`config.mk`:
```
export PLATFORM = sky130hd
export DESIGN_NAME = lane_render_ctrl
export DESIGN_NICKNAME = d
export VERILOG_FILES = /design/src/rtl/lane_render_ctrl.sv
export SDC_FILE = /design/constraint.sdc
export NUM_CORES = 1
export LEC_CHECK = 0
export CAP_MARGIN = 20
export CORE_AREA = 4 4 77 79
export CTS_BUF_LIST = sky130_fd_sc_hd__clkbuf_8
export CTS_CLUSTER_DIAMETER = 30
export CTS_CLUSTER_SIZE = 8
export DETAILED_ROUTE_END_ITERATION = 7
export DIE_AREA = 0 0 81 83
export PLACE_DENSITY_LB_ADDON = 0.3
export RECOVER_POWER = 50
export SYNTH_ARGS = -nofsm -noshare
export SYNTH_HDL_FRONTEND = slang
export SYNTH_SLANG_ARGS = --single-unit
```
`constraint.sdc`:
```
create_clock -name clk -period 5.6 [get_ports clk]
set_input_delay 1.12 -clock clk [delete_from_list [all_inputs] [get_ports clk]]
set_output_delay 1.12 -clock clk [all_outputs]
set_load 0.02 [all_outputs]
```
`src/rtl/lane_render_ctrl.sv`:
```
// lane_render_ctrl: frame sequencer for the note highway.
// Each frame shifts the note registers, draws every occupied lane, waits for
// a beat, then erases every occupied lane. Each lane draw/erase is a single
// plot_go / plot_done handshake with the sprite plotter. Supports pause,
// stop (never abandons the plotter mid-sprite), beat latching with overrun
// flagging, and a frame counter.
module lane_render_ctrl #(
  parameter int unsigned NUM_LANES = 5,
  parameter int unsigned LANE_W    = 3,
  parameter int unsigned CNT_W     = 16
) (
  input  logic                 clk,
  input  logic                 reset,
  input  logic                 beat_i,
  input  logic                 start_i,
  input  logic                 pause_i,
  input  logic                 stop_i,
  input  logic                 plot_done_i,
  input  logic [NUM_LANES-1:0] lane_active_i,
  output logic                 shift_o,
  output logic                 plot_go_o,
  output logic                 plot_erase_o,
  output logic [LANE_W-1:0]    lane_sel_o,
  output logic                 busy_o,
  output logic                 paused_o,
  output logic                 overrun_o,
  output logic [CNT_W-1:0]     beat_count_o
);

  // Lane mask padded to the full lane_sel range so indexing is always in range.
  localparam int unsigned        SEL_N     = 1 << LANE_W;
  localparam logic [LANE_W-1:0]  LAST_LANE = LANE_W'(NUM_LANES - 1);
  localparam logic               PH_DRAW   = 1'b0;
  localparam logic               PH_ERASE  = 1'b1;

  typedef enum logic [2:0] {
    S_IDLE,
    S_SHIFT,
    S_ISSUE,
    S_OP,
    S_NEXT,
    S_WAIT,
    S_PAUSED
  } state_t;

  state_t              state_q, state_d;
  logic                phase_q, phase_d;
  logic [LANE_W-1:0]   lane_sel_q, lane_sel_d;
  logic                beat_pend_q, beat_pend_d;
  logic                stop_req_q, stop_req_d;
  logic                overrun_q, overrun_d;
  logic [CNT_W-1:0]    cnt_q, cnt_d;
  logic                shift_q, shift_d;
  logic                plot_go_q, plot_go_d;
  logic                busy_q, busy_d;
  logic                paused_q, paused_d;

  logic [SEL_N-1:0]    lane_pad;
  logic                lane_hit;
  logic                active_st;

  assign lane_pad  = SEL_N'(lane_active_i);
  assign lane_hit  = lane_pad[lane_sel_q];
  // States in which beats are latched and stop is deferred until the lane op ends.
  assign active_st = (state_q == S_SHIFT) || (state_q == S_ISSUE) ||
                     (state_q == S_OP)    || (state_q == S_NEXT);

  // State and registered-output update; synchronous reset wins over everything.
  always_ff @(posedge clk) begin
    if (reset) begin
      state_q     <= S_IDLE;
      phase_q     <= PH_DRAW;
      lane_sel_q  <= '0;
      beat_pend_q <= 1'b0;
      stop_req_q  <= 1'b0;
      overrun_q   <= 1'b0;
      cnt_q       <= '0;
      shift_q     <= 1'b0;
      plot_go_q   <= 1'b0;
      busy_q      <= 1'b0;
      paused_q    <= 1'b0;
    end else begin
      state_q     <= state_d;
      phase_q     <= phase_d;
      lane_sel_q  <= lane_sel_d;
      beat_pend_q <= beat_pend_d;
      stop_req_q  <= stop_req_d;
      overrun_q   <= overrun_d;
      cnt_q       <= cnt_d;
      shift_q     <= shift_d;
      plot_go_q   <= plot_go_d;
      busy_q      <= busy_d;
      paused_q    <= paused_d;
    end
  end

  // Next-state, beat/stop latching and next values of the registered outputs.
  always_comb begin
    state_d     = state_q;
    phase_d     = phase_q;
    lane_sel_d  = lane_sel_q;
    beat_pend_d = beat_pend_q;
    stop_req_d  = stop_req_q;
    overrun_d   = overrun_q;
    cnt_d       = cnt_q;
    shift_d     = 1'b0;
    plot_go_d   = 1'b0;
    busy_d      = 1'b0;
    paused_d    = 1'b0;

    // A beat while the sequence is running is remembered; a second one is lost.
    if (active_st) begin
      if (beat_i) begin
        if (beat_pend_q) begin
          overrun_d = 1'b1;
        end
        beat_pend_d = 1'b1;
      end
      if (stop_i) begin
        stop_req_d = 1'b1;
      end
    end

    case (state_q)
      S_IDLE: begin
        if (!stop_i && start_i) begin
          overrun_d = 1'b0;
          state_d   = S_SHIFT;
        end
      end

      S_SHIFT: begin
        state_d = S_ISSUE;
      end

      S_ISSUE: begin
        if (lane_hit) begin
          plot_go_d = 1'b1;
          state_d   = S_OP;
        end else begin
          state_d = S_NEXT;
        end
      end

      S_OP: begin
        if (plot_done_i) begin
          state_d = S_NEXT;
        end
      end

      S_NEXT: begin
        if (stop_req_q) begin
          state_d = S_IDLE;
        end else if (lane_sel_q < LAST_LANE) begin
          lane_sel_d = lane_sel_q + LANE_W'(1);
          state_d    = S_ISSUE;
        end else if (phase_q == PH_ERASE) begin
          state_d = S_SHIFT;
        end else begin
          state_d = S_WAIT;
        end
      end

      S_WAIT: begin
        // A stop that landed on the final NEXT is honoured here.
        if (stop_i || stop_req_q) begin
          state_d = S_IDLE;
        end else if (pause_i) begin
          state_d = S_PAUSED;
          if (beat_i) begin
            if (beat_pend_q) begin
              overrun_d = 1'b1;
            end
            beat_pend_d = 1'b1;
          end
        end else if (beat_i || beat_pend_q) begin
          // A fresh beat arriving while a latched one is consumed stays pending.
          beat_pend_d = beat_i & beat_pend_q;
          phase_d     = PH_ERASE;
          lane_sel_d  = '0;
          state_d     = S_ISSUE;
        end
      end

      S_PAUSED: begin
        if (stop_i) begin
          state_d = S_IDLE;
        end else if (!pause_i) begin
          state_d = S_WAIT;
        end
      end

      default: begin
        state_d = S_IDLE;
      end
    endcase

    // Entering SHIFT starts a new frame in the draw phase from lane 0.
    if (state_d == S_SHIFT) begin
      shift_d    = 1'b1;
      cnt_d      = cnt_q + CNT_W'(1);
      phase_d    = PH_DRAW;
      lane_sel_d = '0;
    end

    // Nothing carries over into IDLE: no stale stop request or beat.
    if (state_d == S_IDLE) begin
      stop_req_d  = 1'b0;
      beat_pend_d = 1'b0;
    end

    busy_d   = (state_d != S_IDLE) && (state_d != S_PAUSED);
    paused_d = (state_d == S_PAUSED);
  end

  assign shift_o      = shift_q;
  assign plot_go_o    = plot_go_q;
  assign plot_erase_o = phase_q;
  assign lane_sel_o   = lane_sel_q;
  assign busy_o       = busy_q;
  assign paused_o     = paused_q;
  assign overrun_o    = overrun_q;
  assign beat_count_o = cnt_q;

endmodule

```
**After elaboration in Yosys (flattened, before gate mapping)**

Cells that the tools add are included.

- Add/subtract/negate cells: 2
- Multipliers: 0
- Divide/modulo/power cells: 0
- Order comparisons: 2
- Equality and inequality tests: 14
- Shifts and indexed selects: 0
- Muxes and demuxes: 38
- Bitwise gates (word level): 4
- Reduce and logical (&&, ||, !) cells: 18

Operators by type and width:

| cell | count |
|---|---|
| $mux 3 | 16 |
| $pmux 3 s7 | 1 |
| $mux 1 | 18 |
| $add 16x1->16 const B | 1 |
| $eq 3x3->1 const B | 4 |
| $ne 2x2->1 const B | 4 |
| $eq 3x1->1 const B | 2 |
| $eq 3x2->1 const B | 2 |
| $logic_not 3->1 | 2 |
| $pmux 3 s2 | 1 |
| $reduce_and 6->1 | 1 |
| $reduce_or 2->1 | 3 |
| $logic_or 1x1->1 | 5 |
| $lt 3x4->1 const B | 1 |
| $reduce_and 4->1 | 1 |
| $add 3x1->3 const B | 1 |
| $bmux 1 s3 | 1 |
| $lt 3x3->1 const B | 1 |
| $ne 3x3->1 const B | 1 |
| $not 1->1 | 3 |
| $reduce_bool 3->1 | 1 |
| $logic_and 1x1->1 | 2 |
| $ne 2x1->1 const B | 1 |
| $pmux 1 s2 | 1 |
| 4 further kinds | 4 |

- Register bits after elaboration: 30
- Latch bits: 0
- Memory bits (writable): 0
- ROM bits: 0
- Input port bits: 12
- Output and inout bits: 25
- Word-level logic and storage cells: 89
- Memories: 0

**Depth between registers and ports, before layout**

- Depth after elaboration: 10
- Gate-level depth with buffers: 9
- Gate-level depth less buffers: 6

**Least setup slack after synthesis**

Ideal clock, no wire load.

- Path type: input -> register
- From: in pause_i
- To: reg cnt_q[9], in the netlist beat_count_o[9]
- Library setup time: 0.121 ns
- Data arrival time: 2.619 ns
- Required time: 5.479 ns
- Slack: 2.859 ns
- Stages: 8
- Buffers on the path: 2
- Path through: clkbuf_1 nor4_1 a32oi_1 nand2_1 nand4_2 buf_4 nor3_1 mux2_4

- Longest elaborated chain between the ends: 4
- Elaborated cells on any way between the ends: 6
- Those cells by class: eq/ne (1); mux (5)

RTL lines:

| item | line | RTL |
|---|---|---|
| from (decl) | 16 | `input logic pause_i,` |
| $mux 3 (on tied branches) | 188, 168 |  |
| $mux 3 (on tied branches) | 186, 166 |  |
| $pmux 3 s7 * | 124 | `case (state_q)` |
| $eq 3x1->1 * | 199 | `if (state_d == S_SHIFT) begin` |
| to (signal assigned) | 89 | `cnt_q <= cnt_d;` |
| to (decl) | 52 | `logic [CNT_W-1:0] cnt_q, cnt_d;` |

Mark *: on every way between the ends. The rest lies on a longest branch, timed or not.
A chain may end at the register's enable or synchronous reset.

**Worst setup path after layout**

- From: in stop_i
- To: reg cnt_q[9], in the netlist beat_count_o[9]

- Longest elaborated chain between the ends: 5
- Elaborated cells on any way between the ends: 8
- Those cells by class: eq/ne (1); mux (4); reduce/logical (3)

RTL lines:

| item | line | RTL |
|---|---|---|
| from (decl) | 17 | `input logic stop_i,` |
| $logic_not 1->1 | 126 | `if (!stop_i && start_i) begin` |
| $logic_and 1x1->1 | 126 |  |
| $mux 3 | 126 |  |
| $pmux 3 s7 * | 124 |  |
| $eq 3x1->1 * | 199 |  |

Marked as above.

==> reports/metrics.cfg <==
[cts]
cts_buffers=5
ctsResizeCount=0
cts_buffer_depth=2
root_buffer=clkbuf_8
postCtsSetupBuffers=0
clk_latency_ns=0.28
cts_tree=built
cts_sinks=30
htree_levels=2
path_clk_slew_ns=0.07
postCtsHoldBufs=0

[global_routing]
overflow=0
grt.total_usage_pct=12.0
grt_pass1_vias=1342
grt_max_degree=28
grt_pass1_wl_um=6350
antenna_found_initial=0

[final_layout]
drive_above_1_share_pct=9.01
nets=235
n_fill_cell=565
diodes=0
synthToLayoutAreaGrowth_pct=30.4
final_cell_mix=dfxtp_1, dlygate4sd3_1, a21oi_1
finalCoreUtilization_pct=39.2
fin_cells=294
mostFrequentLayoutCell=dfxtp_1

[routing]
drt_pass1_iterations=4
drcViolationCount=0
ant_nets=0
avgViaCountPerCell=4.85
routed_wl_um=3790
vias=1427
drt_iter0_drc=74
detail_route.wl_per_cell_um=12.9

[sta]
rsz0062_at_grt=false
max_slew_margin_pct=62.7
finClkSkew_ns=0.00664
timing.final.crit_period_ns=3.09
setup_viol_count_final=0
drv_slew=0
fin_crit_sh_pct=55.2
finalHoldViolCount=0
fin_setup_tns_ns=0
worst_slew_pin_slew_ns=0.555
max_freq_ghz=0.324

[floorplanning]
die_h_um=83
die-area_um2=6720
placementRows=27
start_util_pct=30.1
ios=37
dieWidth_um=81
core_um2=5340

[hold_path]
hold_path_end=beat_count_o[15]$_SDFFE_PP0P_
worstHoldStart=beat_count_o[15]$_SDFFE_PP0P_
holdPathStages=2
hp-class=reg -> reg

[worst_setup_path]
critical_path_required_ns=5.78
path_class=in -> reg
r2r-end=beat_count_o[9]$_SDFFE_PP0P_
cp_common_cell=nor3_1
cp_cell_sequence=dlygate4sd3_1 -> nor3_1 -> o2111ai_1 -> o211a_2 -> nand4_2 -> nor3_1 -> mux2_4
cp_max_fo=11
path_buf_inv=1
r2r_cells=6
slowest_delay_ns=0.66
reg2reg_from=state_q[0]$_SDFF_PP0_
reg2reg_setup_slack_ns=3.27
cp.arrival_ns=3.27
crit_path_start_kind=primary input
endpoint_kind=flop
cp_slowest_cell=dlygate4sd3_1
cpLargestDelayFamily=simple AND/OR/NAND/NOR gates

[synth]
synth_fp_nets=202
synth_async_sr_flop_share_pct=0
synthMuxAreaShare_pct=3.50
synth_edf_count=0
synth.cell_area_um2=1610
synth_top_family_by_area=simple AND/OR/NAND/NOR gates
yosysSeqAreaShare_pct=37.4
synth-compound-area-share_pct=17.6
synthFlopType=dfxtp_1
syn_inst=188
post_synth.cell_area_avg_um2=8.55
ys.warnings.count=0
synth_simple_gate_area_share_pct=30.5
ys_ff_latch=30
synth_xor_xnor_area_share_pct=3.82
synthAdderAreaFrac_pct=1.56
synthDistinctLibCells=53

[placed_design]
dp_hpwl_um=2740
dp_cells=286
gp_congestion=0.778
port_buffers=36

[power_and_ir_drop]
power_density_nw_per_um2=236
ir_drop_mv=0.118
cellLeakagePower_nw=0.827
finalPower_mw=0.494

[status]
outcome=finished clean

[job]
cap_violations=0

## layout make-up
| cell class | count | area (µm²) | share of cell area [%] |
|---|---|---|---|
| multi-input combinational | 141 | 905 | 43.2 |
| sequential | 30 | 601 | 28.7 |
| timing repair buffer | 37 | 368 | 17.6 |
| tap | 72 | 90.1 | 4.30 |
| clock buffer | 5 | 68.8 | 3.29 |
| clock inverter | 3 | 40.0 | 1.91 |
| inverter | 6 | 22.5 | 1.08 |
## flip-flops by register name (all words and copies together), names as in the netlist
signal        cells
beat_pend_q       1
lane_sel_o        3
overrun_o         1
state_q           3
shift_o           1
stop_req_q        1
plot_go_o         1
plot_erase_o      1
beat_count_o     16
paused_o          1
busy_o            1
## through the flow
stage | cell area [µm²] | hold slack, ns | setup WS, ns
6_report | 2090 | 0.479 | 2.51
5_1_grt | 2090 | 0.504 | 2.35
4_1_cts | 2110 | 0.488 | 2.58
3_5_place_dp | 2000 | 0.473 | 2.28
3_3_place_gp | 2000 | 0.472 | 2.31
2_1_floorplan | 1610 | 0.468 | 2.86
## layer usage
layer,track usage (%),part of all wire [%],wire length [µm],up-vias
met4,4.61,2.1,78,0
met1,16.0,49,1860,646
met5,0,0,0,-
met3,3.90,3.8,143,8
li1,-,-,-,748
met2,17.8,45,1710,25
## cell families after synthesis
group	Yosys count
buffers and inverters	17
adders and majority gates	2
AOI/OAI and AO/OA	46
muxes	5
and+or+nand+nor	81
DFF	30
xor gates and xnor gates	7
## synthesized netlist by cell type (5+ instances only)
cell | number | area share (%)
dfxtp_1 | 30 | 37
a21oi_1 | 16 | 5.0
nor2_1 | 14 | 3.3
o21ai_0 | 13 | 4.0
nand2_1 | 11 | 2.6
nor3_1 | 7 | 2.2
or3_1 | 7 | 2.7
inv_1 | 6 | 1.4
nand3_1 | 5 | 1.6
## worst max path at each step
| stage | depth (start not counted) | endpoint | slack [ns] | start |
|---|---|---|---|---|
| after floorplan | 8 | beat_count_o[9]$_SDFFE_PP0P_ | 2.86 | pause_i |
| after global placement | 7 | beat_count_o[15]$_SDFFE_PP0P_ | 2.31 | pause_i |
| after detailed placement | 7 | beat_count_o[9]$_SDFFE_PP0P_ | 2.28 | pause_i |
| after CTS | 7 | beat_count_o[15]$_SDFFE_PP0P_ | 2.58 | pause_i |
| after global routing | 7 | beat_count_o[9]$_SDFFE_PP0P_ | 2.35 | pause_i |
| final | 7 | beat_count_o[9]$_SDFFE_PP0P_ | 2.51 | stop_i |
## worst min-delay path, cell delays in order, from the launching register on
cell and delay (ns):
dfxtp_1 0.32, o31ai_1 0.06, a21oi_1 0.05
## report_power, final
| group | leakage (nW) | switching [mW] | internal [mW] |
|---|---|---|---|
| sequential | 0.242 | 0.00810 | 0.218 |
| combinational | 0.526 | 0.0279 | 0.0252 |
| clock | 0.0579 | 0.0834 | 0.131 |
(Power assumes the default switching activity.)
